## src/rtl/id_stage_reg.sv

```systemverilog
// IF/ID boundary register: two-entry skid buffer with a
// registered if_ready and immediate-format pre-decode.

package id_stage_pkg;

  localparam logic [6:0] OP_LOAD   = 7'b0000011;
  localparam logic [6:0] OP_OPIMM  = 7'b0010011;
  localparam logic [6:0] OP_JALR   = 7'b1100111;
  localparam logic [6:0] OP_MISC   = 7'b0001111;
  localparam logic [6:0] OP_SYSTEM = 7'b1110011;
  localparam logic [6:0] OP_STORE  = 7'b0100011;
  localparam logic [6:0] OP_BRANCH = 7'b1100011;
  localparam logic [6:0] OP_LUI    = 7'b0110111;
  localparam logic [6:0] OP_AUIPC  = 7'b0010111;
  localparam logic [6:0] OP_JAL    = 7'b1101111;
  localparam logic [6:0] OP_OP     = 7'b0110011;

  localparam logic [31:0] NOP = 32'h0000_0013;

  typedef enum logic [2:0] {
    IMM_I    = 3'b000,
    IMM_S    = 3'b001,
    IMM_B    = 3'b010,
    IMM_U    = 3'b011,
    IMM_J    = 3'b110,
    IMM_NONE = 3'b111
  } imm_sel_e;

  typedef enum logic [1:0] {
    S_EMPTY = 2'd0,
    S_ONE   = 2'd1,
    S_FULL  = 2'd2
  } occ_e;

  typedef struct packed {
    logic [31:0] pc;
    logic [31:0] inst;
    imm_sel_e    imm_sel;
    logic        illegal;
  } if_id_t;

  localparam if_id_t IF_ID_RST = '{
    pc:      32'h0,
    inst:    NOP,
    imm_sel: IMM_I,
    illegal: 1'b0
  };

endpackage

module id_stage_reg
  import id_stage_pkg::*;
#(
  parameter int XLEN = 32
) (
  input  logic            clk,
  input  logic            rst,
  input  logic            flush,
  input  logic            if_valid,
  output logic            if_ready,
  input  logic [XLEN-1:0] if_pc,
  input  logic [31:0]     if_inst,
  output logic            id_valid,
  input  logic            id_ready,
  output logic [XLEN-1:0] id_pc,
  output logic [31:0]     id_inst,
  output logic [2:0]      id_imm_sel,
  output logic            id_illegal
);

  occ_e   state_q;
  occ_e   state_d;
  if_id_t main_q;
  if_id_t skid_q;
  if_id_t cap;
  logic   if_ready_q;
  logic   in_xfer;
  logic   out_xfer;
  logic   ld_main_in;
  logic   ld_main_skid;
  logic   ld_skid;
  logic [6:0] opc;

  assign id_valid = (state_q != S_EMPTY);
  assign if_ready = if_ready_q;
  assign in_xfer  = if_valid && if_ready_q;
  assign out_xfer = id_valid && id_ready;

  assign opc = if_inst[6:0];

  // Pre-decode at capture so id_imm_sel is a flop output.
  always_comb begin
    cap.pc      = 32'(if_pc);
    cap.inst    = if_inst;
    cap.imm_sel = IMM_NONE;
    cap.illegal = 1'b1;
    unique case (1'b1)
      (if_inst[1:0] != 2'b11): begin
        cap.imm_sel = IMM_NONE;
        cap.illegal = 1'b1;
      end
      (opc == OP_LOAD),
      (opc == OP_OPIMM),
      (opc == OP_JALR),
      (opc == OP_MISC),
      (opc == OP_SYSTEM): begin
        cap.imm_sel = IMM_I;
        cap.illegal = 1'b0;
      end
      (opc == OP_STORE): begin
        cap.imm_sel = IMM_S;
        cap.illegal = 1'b0;
      end
      (opc == OP_BRANCH): begin
        cap.imm_sel = IMM_B;
        cap.illegal = 1'b0;
      end
      (opc == OP_LUI),
      (opc == OP_AUIPC): begin
        cap.imm_sel = IMM_U;
        cap.illegal = 1'b0;
      end
      (opc == OP_JAL): begin
        cap.imm_sel = IMM_J;
        cap.illegal = 1'b0;
      end
      (opc == OP_OP): begin
        cap.imm_sel = IMM_NONE;
        cap.illegal = 1'b0;
      end
      default: begin
        cap.imm_sel = IMM_NONE;
        cap.illegal = 1'b1;
      end
    endcase
  end

  always_ff @(posedge clk) begin
    if (rst) begin
      state_q    <= S_EMPTY;
      if_ready_q <= 1'b1;
    end else begin
      state_q    <= state_d;
      if_ready_q <= (state_d != S_FULL);
    end
  end

  always_comb begin
    state_d = state_q;
    case (state_q)
      S_EMPTY: begin
        if (in_xfer) state_d = S_ONE;
      end
      S_ONE: begin
        if (out_xfer && !in_xfer)
          state_d = S_EMPTY;
        else if (in_xfer && !out_xfer)
          state_d = S_FULL;
      end
      S_FULL: begin
        if (out_xfer) state_d = S_ONE;
      end
      default: state_d = S_EMPTY;
    endcase
    if (flush) state_d = S_EMPTY;
  end

  always_comb begin
    ld_main_in   = 1'b0;
    ld_main_skid = 1'b0;
    ld_skid      = 1'b0;
    case (state_q)
      S_EMPTY: ld_main_in = in_xfer;
      S_ONE: begin
        ld_main_in = in_xfer && out_xfer;
        ld_skid    = in_xfer && !out_xfer;
      end
      S_FULL: ld_main_skid = out_xfer;
      default: ;
    endcase
    // Redirect drops everything, including this cycle's input.
    if (flush) begin
      ld_main_in   = 1'b0;
      ld_main_skid = 1'b0;
      ld_skid      = 1'b0;
    end
  end

  always_ff @(posedge clk) begin
    if (rst) begin
      main_q <= IF_ID_RST;
      skid_q <= IF_ID_RST;
    end else begin
      if (ld_main_in)
        main_q <= cap;
      else if (ld_main_skid)
        main_q <= skid_q;
      if (ld_skid)
        skid_q <= cap;
    end
  end

  assign id_pc      = main_q.pc[XLEN-1:0];
  assign id_inst    = main_q.inst;
  assign id_imm_sel = main_q.imm_sel;
  assign id_illegal = main_q.illegal;

endmodule

```

## config.mk

```make
export PLATFORM = sky130hd
export DESIGN_NAME = id_stage_reg
export DESIGN_NICKNAME = d
export VERILOG_FILES = /design/src/rtl/id_stage_reg.sv
export SDC_FILE = /design/constraint.sdc
export NUM_CORES = 1
export LEC_CHECK = 0
export CORE_ASPECT_RATIO = 0.5
export CORE_MARGIN = 1.5
export CORE_UTILIZATION = 25
export CTS_CLUSTER_SIZE = 16
export DETAILED_ROUTE_END_ITERATION = 10
export PLACE_DENSITY = 0.44
export SLEW_MARGIN = 15
export SYNTH_ARGS = -nofsm -noshare
export SYNTH_HDL_FRONTEND = slang
export SYNTH_SLANG_ARGS = --single-unit
```

## constraint.sdc

```tcl
create_clock -name clk -period 4.4 [get_ports clk]
set_clock_uncertainty 0.15 [all_clocks]
set_input_delay 0.88 -clock clk [delete_from_list [all_inputs] [get_ports clk]]
set_output_delay 0.88 -clock clk [all_outputs]
set_load 0.01 [all_outputs]
```

==> results_dict.tcl <==
set metrics [dict create \
    power.share.sequential_pct 45.1 \
    yosys.area.top_type "dfxtp_1" \
    status "finished clean" \
    first_iter_violations 239 \
    fin_cells 1060 \
    final.setup.tns_ns 0 \
    timing.final.crit_share_pct 66.9 \
    power.switching_uw 690 \
    area_delta_synth_final_pct 38.2 \
    p_clk_share_pct 44.9 \
    ios 139 \
    reg2reg_from "state_q[1]" \
    diodes 0 \
    firstDrtPassIters 5 \
    drt_wl_total_um 15600 \
    place_area_um2 6960 \
    synth_top_cell_area_share_pct 51.3 \
    route.vias.total 4804 \
    avgSynthCellArea_um2 8.44 \
    finalHoldViolCount 0 \
    pwr-share-comb_pct 10.0 \
    ys_warn_count 0 \
    cp_slowest_cell "and4bb_4" \
    grt_pass1_vias 4550 \
    rows 37 \
    tightestPinTransition_ns 1.06 \
    worst_setup_path_end_kind "register" \
    antenna_left 0 \
    ctsResizeCount 0 \
    cp-start-kind "primary input" \
    antenna_found_initial 0 \
    timing.rr.end "id_inst[6]" \
    filler_cell_count 2163 \
    peakVddDrop_uv 192 \
    ctsHtreeMaxLevel 4 \
    ys_ff_latch 139 \
    cp.arrival_ns 3.11 \
    synth.area.top_cells "dfxtp_1 (51%), nand2_1 (14%), a21oi_1 (11%), a22oi_1 (8.3%), buf_4 (1.7%)" \
    dp.cells 1030 \
    grt_max_degree 96 \
    syn-num-nets 712 \
    clk_pin_slew_ns 0.06 \
    drc 0 \
    fp.dieW_um 211 \
    worstRegToRegCells 4 \
    hold_buffers 0 \
    grt_usage_pct 13.9 \
    cts_tree "done" \
    root_buffer "clkbuf_16" \
    crit_chain "clkdlybuf4s50_1 > and4bb_4 > buf_4 > nand2_1 > a311oi_1" \
    internal_power_uw 2230 \
    r2r_setup_slack_ns 2.20 \
    ys.flop_type "dfxtp_1" \
    period_needed_ns 2.94 \
    final_area_um2 7500 \
    cts_buffers 17 \
    wire_per_inst_um 14.7 \
    grt_first_pass_wirelength_um 24500 \
    cts_setup_buffers 0 \
    fin_nets 826 \
    hpwl_um 9840 \
    crit_cells 5 \
    gp_congestion 0.714 \
    netlist_area_um2 5430 \
    hp-start "id_inst[4]" \
    max_clock_freq_mhz 340 \
    port-buffer-count 138 \
    start_util_pct 25.9 \
    slew_violations 0 \
    cts_num_sinks 139 \
    synthArstFlopShare_pct 0 \
    synth_enable_flop_cells 0 \
    gr-total-overflow 0 \
    crit_type "in -> reg" \
    drv_cap 0 \
    clock_latency_ns 0.40 \
    rsz0062_at_grt "false" \
    worstHoldPathCells 2 \
    power.density_nw_per_um2 389 \
    relSlewSlack_pct 29.6 \
    swShare_pct 23.6 \
    cp_data_required_time_ns 4.56 \
    worst_path_largest_cell_delay_ns 0.92 \
    hp-class "reg -> reg" \
    synthCells 643 \
    ys_types 44 \
    finalSetupViolCount 0 \
    core_area_um2 20900 \
    p_leak_uw 0.00248 \
    clockBufferDepth 2 \
    drive_gt1_share_pct 7.16 \
    die_area_um2 22700 \
    seq_area_frac_synth_pct 51.3 \
    die_h_um 107 \
    vias_per_cell 4.53 \
    holdPathEnd "id_inst[4]" \
    crit_family "simple AND/OR/NAND/NOR gates" \
    path_buf_inv 2 \
    finalHoldWorstSlack_ns 0.297 \
    cp_max_fo 47 \
]
layout make-up:
class / instances / area [um2] / share of cell area, %
Sequential cell: 139 / 2780 / 37.1
Multi-Input combinational cell: 449 / 2340 / 31.2
Timing Repair Buffer: 148 / 1470 / 19.5
Clock buffer: 18 / 439 / 5.85
Tap cell: 292 / 365 / 4.87
Clock inverter: 12 / 103 / 1.37
Inverter: 2 / 7.51 / 0.100
synth_stat cells, drive strengths merged, types with 2 or more instances:
library cell,instances
a211oi,6
a21oi,124
a221oi,2
a22oi,60
a311oi,2
and3,4
and4bb,2
buf,28
clkbuf,25
dfxtp,139
inv,2
mux2i,3
nand2,202
nand3b,4
nor2,8
nor2b,2
nor3,6
o21ai,2
o21bai,3
o22ai,2
o31ai,2
how the worst max path moves through the flow:
stage	start	slack, ns	end
after floorplan	if_inst[3]	2.31	id_imm_sel[2]
final	flush	1.46	id_inst[6]
after global routing	flush	1.36	id_inst[6]
after detailed placement	flush	1.03	id_inst[6]
after global placement	flush	1.0	id_inst[6]
after CTS	flush	1.46	id_inst[6]
layer usage:
| layer | part of all wire (%) | GRT usage (%) | wire length [um] | vias up |
|---|---|---|---|---|
| li1 | - | - | - | 2447 |
| met1 | 48 | 18.7 | 7540 | 2278 |
| met2 | 48 | 22.1 | 7470 | 73 |
| met3 | 3.1 | 3.43 | 481 | 6 |
| met4 | 0.58 | 4.03 | 91 | 0 |
| met5 | 0 | 0 | 0 | - |
cells by family (layout without fill, tap and decap cells):
family / after synthesis / count (layout) / share of synthesized area, %
multiplexers: 3 / 3 / 0.553
flip-flops: 139 / 139 / 51.3
AO/OA/AOI/OAI: 208 / 208 / 23.6
AND/OR/NAND/NOR: 238 / 238 / 18.8
buffers and inverters: 55 / 180 / 5.79
cell usage in the layout, fill, tap and decap left out, drive strengths merged, types with 2 or more instances in the layout:
cell type and n:
and3 4, o21ai 2, clkinvlp 4, a211oi 6
nor2b 2, clkdlybuf4s50 137, inv 2, clkbuf 18
o22ai 2, nor3 6, a221oi 2, o21bai 3
a21oi 124, nand2 202, and4bb 2, o31ai 2
dfxtp 139, nor2 8, buf 11, mux2i 3
nand3b 4, a22oi 60, clkinv 7, a311oi 2
tightest hold or removal path, stage by stage (launching register included):
cell     delay (ns)
dfxtp_1        0.31
nand2_1        0.05
nand2_1        0.04
per-stage QoR:
stage	total power, uW	worst slack, ns	utilization (%)
after floorplan	1480	2.31	-
after global placement	1640	0.996	33.3
after detailed placement	1640	1.03	33.3
after CTS	2980	1.46	35.9
after global routing	3060	1.36	35.9
final	2920	1.46	35.9
power by group through the flow:
stage          clock network, uW  registers (uW)  logic (uW)
2_1_floorplan                  0            1360         120
3_3_place_gp                   0            1350         296
3_5_place_dp                   0            1350         296
4_1_cts                     1360            1320         297
5_1_grt                     1430            1320         317
6_report                    1310            1320         292
sequential cells by signal, indices dropped and copies added, names as in the netlist:
signal and count:
id_illegal 1, skid_q 68, id_inst 32, id_imm_sel 3, id_pc 32, state_q 2, if_ready 1
Note: power is estimated with default switching activity, not from simulation.
